### config.mk
export PLATFORM = sky130hd
export DESIGN_NAME = pipe_stage_reg
export DESIGN_NICKNAME = d
export VERILOG_FILES = /design/src/rtl/pipe_stage_reg.sv
export SDC_FILE = /design/constraint.sdc
export NUM_CORES = 1
export LEC_CHECK = 0
export CORE_MARGIN = 1
export CORE_UTILIZATION = 45
export CTS_BUF_LIST = sky130_fd_sc_hd__clkbuf_16
export DETAILED_ROUTE_END_ITERATION = 10
export GPL_TIMING_DRIVEN = 0
export PLACE_DENSITY = 0.74
export SKIP_LAST_GASP = 1
export SLEW_MARGIN = 15
export SYNTH_ARGS = -nofsm -noshare
export SYNTH_HDL_FRONTEND = slang
export SYNTH_SLANG_ARGS = --single-unit
export TNS_END_PERCENT = 10
### constraint.sdc
create_clock -name clk -period 2.4 [get_ports clk]
set_input_delay 0.48 -clock clk [delete_from_list [all_inputs] [get_ports clk]]
set_output_delay 0.48 -clock clk [all_outputs]
set_load 0.05 [all_outputs]
### src/rtl/pipe_stage_reg.sv
// pipe_stage_reg: parametrised pipeline boundary register with valid/ready
// handshake, one-entry skid buffer and synchronous flush. in_ready comes
// straight from a flop, so there is no combinational out_ready -> in_ready path.
// Optional macro PIPE_STAGE_PERF_EN adds a saturating stall_cycles counter.
module pipe_stage_reg #(
    parameter int unsigned CTRL_W    = 2,
    parameter int unsigned DATA_W    = 32,
    parameter int unsigned NUM_LANES = 2,
    parameter int unsigned DST_W     = 5,
    parameter int unsigned CNT_W     = 16
) (
    input  logic                        clk,
    input  logic                        startin,
    input  logic                        flush,
    input  logic                        in_valid,
    output logic                        in_ready,
    input  logic [CTRL_W-1:0]           in_ctrl,
    input  logic [NUM_LANES*DATA_W-1:0] in_data,
    input  logic [DST_W-1:0]            in_dst,
    output logic                        out_valid,
    input  logic                        out_ready,
    output logic [CTRL_W-1:0]           out_ctrl,
    output logic [NUM_LANES*DATA_W-1:0] out_data,
    output logic [DST_W-1:0]            out_dst
`ifdef PIPE_STAGE_PERF_EN
    ,
    output logic [CNT_W-1:0]            stall_cycles
`endif
);

    localparam int unsigned PAYLOAD_W = NUM_LANES * DATA_W;

    // Main entry drives the outputs; skid entry catches the one extra accept.
    logic                 main_valid_q, main_valid_n;
    logic [CTRL_W-1:0]    main_ctrl_q,  main_ctrl_n;
    logic [PAYLOAD_W-1:0] main_data_q,  main_data_n;
    logic [DST_W-1:0]     main_dst_q,   main_dst_n;
    logic                 skid_valid_q, skid_valid_n;
    logic [CTRL_W-1:0]    skid_ctrl_q,  skid_ctrl_n;
    logic [PAYLOAD_W-1:0] skid_data_q,  skid_data_n;
    logic [DST_W-1:0]     skid_dst_q,   skid_dst_n;
    logic                 in_ready_q,   in_ready_n;

    logic accept;
    logic main_free;

    assign accept    = in_valid && in_ready_q;
    assign main_free = !main_valid_q || out_ready;

    // Next-state for both entries and the registered ready.
    always_comb begin
        main_valid_n = main_valid_q;
        main_ctrl_n  = main_ctrl_q;
        main_data_n  = main_data_q;
        main_dst_n   = main_dst_q;
        skid_valid_n = skid_valid_q;
        skid_ctrl_n  = skid_ctrl_q;
        skid_data_n  = skid_data_q;
        skid_dst_n   = skid_dst_q;

        if (main_free) begin
            if (skid_valid_q) begin
                // in_ready is low here, so no accept can collide with the drain
                main_valid_n = 1'b1;
                main_ctrl_n  = skid_ctrl_q;
                main_data_n  = skid_data_q;
                main_dst_n   = skid_dst_q;
                skid_valid_n = 1'b0;
                skid_ctrl_n  = '0;
            end else if (accept) begin
                main_valid_n = 1'b1;
                main_ctrl_n  = in_ctrl;
                main_data_n  = in_data;
                main_dst_n   = in_dst;
            end else begin
                main_valid_n = 1'b0;
                main_ctrl_n  = '0;
            end
        end else if (accept) begin
            skid_valid_n = 1'b1;
            skid_ctrl_n  = in_ctrl;
            skid_data_n  = in_data;
            skid_dst_n   = in_dst;
        end

        // Flush kills everything held and anything offered; data/dst go stale.
        if (flush) begin
            main_valid_n = 1'b0;
            main_ctrl_n  = '0;
            skid_valid_n = 1'b0;
            skid_ctrl_n  = '0;
        end

        in_ready_n = !skid_valid_n;
    end

    // State registers; startin clears everything including payload fields.
    always_ff @(posedge clk) begin
        if (startin) begin
            main_valid_q <= 1'b0;
            main_ctrl_q  <= '0;
            main_data_q  <= '0;
            main_dst_q   <= '0;
            skid_valid_q <= 1'b0;
            skid_ctrl_q  <= '0;
            skid_data_q  <= '0;
            skid_dst_q   <= '0;
            in_ready_q   <= 1'b1;
        end else begin
            main_valid_q <= main_valid_n;
            main_ctrl_q  <= main_ctrl_n;
            main_data_q  <= main_data_n;
            main_dst_q   <= main_dst_n;
            skid_valid_q <= skid_valid_n;
            skid_ctrl_q  <= skid_ctrl_n;
            skid_data_q  <= skid_data_n;
            skid_dst_q   <= skid_dst_n;
            in_ready_q   <= in_ready_n;
        end
    end

    assign in_ready  = in_ready_q;
    assign out_valid = main_valid_q;
    assign out_ctrl  = main_ctrl_q;
    assign out_data  = main_data_q;
    assign out_dst   = main_dst_q;

`ifdef PIPE_STAGE_PERF_EN
    logic [CNT_W-1:0] stall_q, stall_n;

    // Saturating count of cycles where an entry is presented but not taken.
    always_comb begin
        stall_n = stall_q;
        if (main_valid_q && !out_ready && (stall_q != {CNT_W{1'b1}})) begin
            stall_n = stall_q + CNT_W'(1);
        end
    end

    // Stall counter register; only startin clears it.
    always_ff @(posedge clk) begin
        if (startin) begin
            stall_q <= '0;
        end else begin
            stall_q <= stall_n;
        end
    end

    assign stall_cycles = stall_q;
`endif

endmodule

==> run summary <==
• **length in cells of the worst reg-to-reg path** 5
• **worst path bufs/invs** 1
• **Crit Reg-Reg Endpoint** out_data[35]$_SDFFE_PP0P_
• **Starting Density** 46.5%
• **clock tree from TritonCTS** built
• **area fraction of the dominant cell type after synthesis** 49.3%
• **area leader, netlist** sky130_fd_sc_hd__dfxtp_1
• **die height** 116 um
• **# diodes** 0
• **area of the die** 13600 um2
• **worst reg2reg setup slack** 0.83 ns
• **hold violation count in the final report** 0
• **Die X-Extent** 116 um
• **drt total wl** 15800 um
• **total clock buffers created by CTS** 17
• **Worst setup EP type** primary output
• **slowest CP cell** sky130_fd_sc_hd__clkdlybuf4s50_1
• **Yosys warning count** 0
• **Worst-Margin Slew** 0.649 ns
• **clock tree sinks** 145
• **final count of negative-setup-slack endpoints** 0
• **Worst VDD drop** 0.000547 V
• **Final Max Slew Viols** 0
• **worst-case clock skew** 0.00648 ns
• **worst hold path endpoint** skid_data_q[27]$_SDFFE_PP0P_
• **Leak Pwr** 2.76 nW
• **data required time of the worst path** 1.92 ns
• **total power draw** 0.00591 W
• **DRC violation count after routing** 0
• **total via count in the routed design** 5192
• **reg-to-reg critical path startpoint** in_ready$_SDFF_PP1_
• **via density per instance** 5.22
• **global-route wire length before repair** 25100 um
• **accumulated negative setup slack** 0 ns
• **cell area reported after detailed placement** 7590 um2
• **fill cell total of the finished layout** 1089
• **post-CTS resize count** 0
• **run status** completed
• **source-to-sink clock delay at the later pin of the worst-skew pair** 0.42 ns
• **buffer count from post-CTS setup fixing** 0
• **#FFs+latches synth** 145
• **final RePlAce weighted congestion** 0.777
• **Clock Tree Buf Depth** 2
• **Core ar.** 12700 um2
• **Syn Std Cell Area** 5890 um2
• **setup repair after global routing missed its margin** false
• **CP Launch Type** flop
• **leading post-synthesis cells by cell area** sky130_fd_sc_hd__dfxtp_1 49%, sky130_fd_sc_hd__a21oi_1 12%, sky130_fd_sc_hd__mux2i_1 12%
• **share of layout cells above drive strength 1** 9.61%
• **Period Utilization, post-route** 92.4%
• **Cells on Worst Hold Path** 2
• **slowest cell delay on critical path** 0.87 ns
• **via count of the first global-routing pass** 5162
• **dominant delay contributor by cell family on the critical path** buffers and inverters
• **Placement Rows** 41
• **power density over the cells** 730 nW/um2
• **remaining global-route overflow** 0
• **initial antenna violation count** 0
• **Max-cap violations** 0
• **largest fanout of any net on the critical path** 7
• **number of antenna-violating nets in the routed design** 0
• **post-synthesis average cell area** 9.15 um2
• **area growth from synthesis to final layout** 37.4%
• **data arrival time of the critical path** 1.74 ns
• **max frequency** 0.451 GHz
• **Worst Hold Class** reg -> reg
• **I/O pin count** 149
• **worst setup path startpoint** in_ready$_SDFF_PP1_
• **library cells used by synthesis** 25
• **cell breakdown of the critical path** clkdlybuf4s50_1
• **headroom to the max-slew limit** 56.7%
• **number of hold buffers added after CTS** 0
• **final HPWL from detailed placement** 11300 um
• **violation count after the first detailed-route iteration** 230
• **number of nets in the final layout** 887
• **sequential area share after synthesis** 49.3%
• **number of optimization iterations in the first detailed-route pass** 5
• **quantity of I/O buffers inserted on ports** 148
• **post-route cell area** 8100 um2
• **post-synthesis net count** 720
• **root buffer cell** sky130_fd_sc_hd__clkbuf_16
• **Routed wire per std cell** 15.9 um
• **number of levels the H-tree was split into** 4
• **clock transition at the registers of the reported paths** 0.06 ns
• **post-route minimum period** 2.22 ns
• **pin count of the biggest net entering global routing** 17
• **Synth Instances** 644
• **overall fraction of global-route tracks in use** 24.3%
• **path type of the worst setup path** reg -> out
• **worst hold start** skid_data_q[27]$_SDFFE_PP0P_
• **Hold Worst Slack** 0.454 ns
## cell families after synthesis
logic type	count (synthesis)	synth area share, %
AO/OA/AOI/OAI	219	22.7
buffers and inverters	62	6.20
flip-flops	145	49.3
multiplexers	69	11.7
AND/OR/NAND/NOR	149	10.1
## registers in the layout (all words and copies together) (netlist names)
| signal | flops |
|---|---|
| out_ctrl | 2 |
| out_valid | 1 |
| in_ready | 1 |
| skid_ctrl_q | 2 |
| out_dst | 5 |
| skid_data_q | 64 |
| skid_dst_q | 5 |
| skid_valid_q | 1 |
| out_data | 64 |
## where the power goes
part           internal (W)  total, W  switching, W
logic              0.000392   0.00100      0.000610
registers           0.00252   0.00258     0.0000625
clock network       0.00137   0.00233      0.000952
## metal layers
| metal | share of wire [%] | vias to the layer above | wire length (um) | global-route usage (%) |
|---|---|---|---|---|
| li1 | - | 2610 | - | - |
| met1 | 44 | 2408 | 7020 | 30.5 |
| met2 | 49 | 142 | 7710 | 40.2 |
| met3 | 4.3 | 32 | 683 | 5.09 |
| met4 | 2.5 | 0 | 390 | 11.0 |
| met5 | 0 | - | 0 | 0 |
## synthesized netlist by cell type, drive strengths merged
library cell	count
a211oi	69
dfxtp	145
mux2i	69
inv	1
and3	2
buf	43
nor2b	1
nand3	1
a21o	1
nand2	138
a21oi	144
a21boi	1
clkbuf	18
a31o	2
nand2b	1
nand4b	3
o21ai	2
and4b	1
nor2	2
## layout by cell type, fill, tap and decap left out, types with 2 or more instances in the layout
master,count
sky130_fd_sc_hd__clkbuf_16,17
sky130_fd_sc_hd__mux2i_1,69
sky130_fd_sc_hd__a21oi_1,143
sky130_fd_sc_hd__inv_1,4
sky130_fd_sc_hd__dfxtp_1,145
sky130_fd_sc_hd__buf_4,12
sky130_fd_sc_hd__clkinv_1,3
sky130_fd_sc_hd__o21ai_1,2
sky130_fd_sc_hd__and3_1,2
sky130_fd_sc_hd__buf_6,8
sky130_fd_sc_hd__a211oi_2,10
sky130_fd_sc_hd__buf_2,22
sky130_fd_sc_hd__nand2_1,138
sky130_fd_sc_hd__nand4b_1,3
sky130_fd_sc_hd__clkinv_2,6
sky130_fd_sc_hd__clkbuf_1,18
sky130_fd_sc_hd__a211oi_1,59
sky130_fd_sc_hd__a31o_1,2
sky130_fd_sc_hd__clkdlybuf4s50_1,148
## layout make-up
class                      instances  area (um2)  share of cell area, %
sequential                       145        2900                   35.9
inverter                           1        3.75                 0.0464
tap                              172         215                   2.66
multi-input combinational        437        2620                   32.4
buffer                            61         362                   4.47
clock inverter                    13        82.6                   1.02
clock buffer                      17         425                   5.26
timing repair buffer             148        1480                   18.3
## through the flow
step | setup WS, ns | std cells | util, %
3_5_place_dp | 0.154 | 964 | 59.9
2_1_floorplan | 0.796 | 644 | -
5_1_grt | 0.103 | 994 | 63.9
3_3_place_gp | 0.209 | 964 | 59.9
6_report | 0.183 | 994 | 63.9
4_1_cts | 0.172 | 994 | 63.9
## worst max path at each step
stage | to | slack (ns) | cells past startpoint
after global routing | in_ready | 0.10 | 1
after CTS | in_ready | 0.17 | 1
final | in_ready | 0.18 | 1
after detailed placement | skid_data_q[55]$_SDFFE_PP0P_ | 0.15 | 6
after floorplan | skid_data_q[53]$_SDFFE_PP0P_ | 0.80 | 5
after global placement | skid_data_q[53]$_SDFFE_PP0P_ | 0.21 | 6
(Power assumes the default switching activity.)
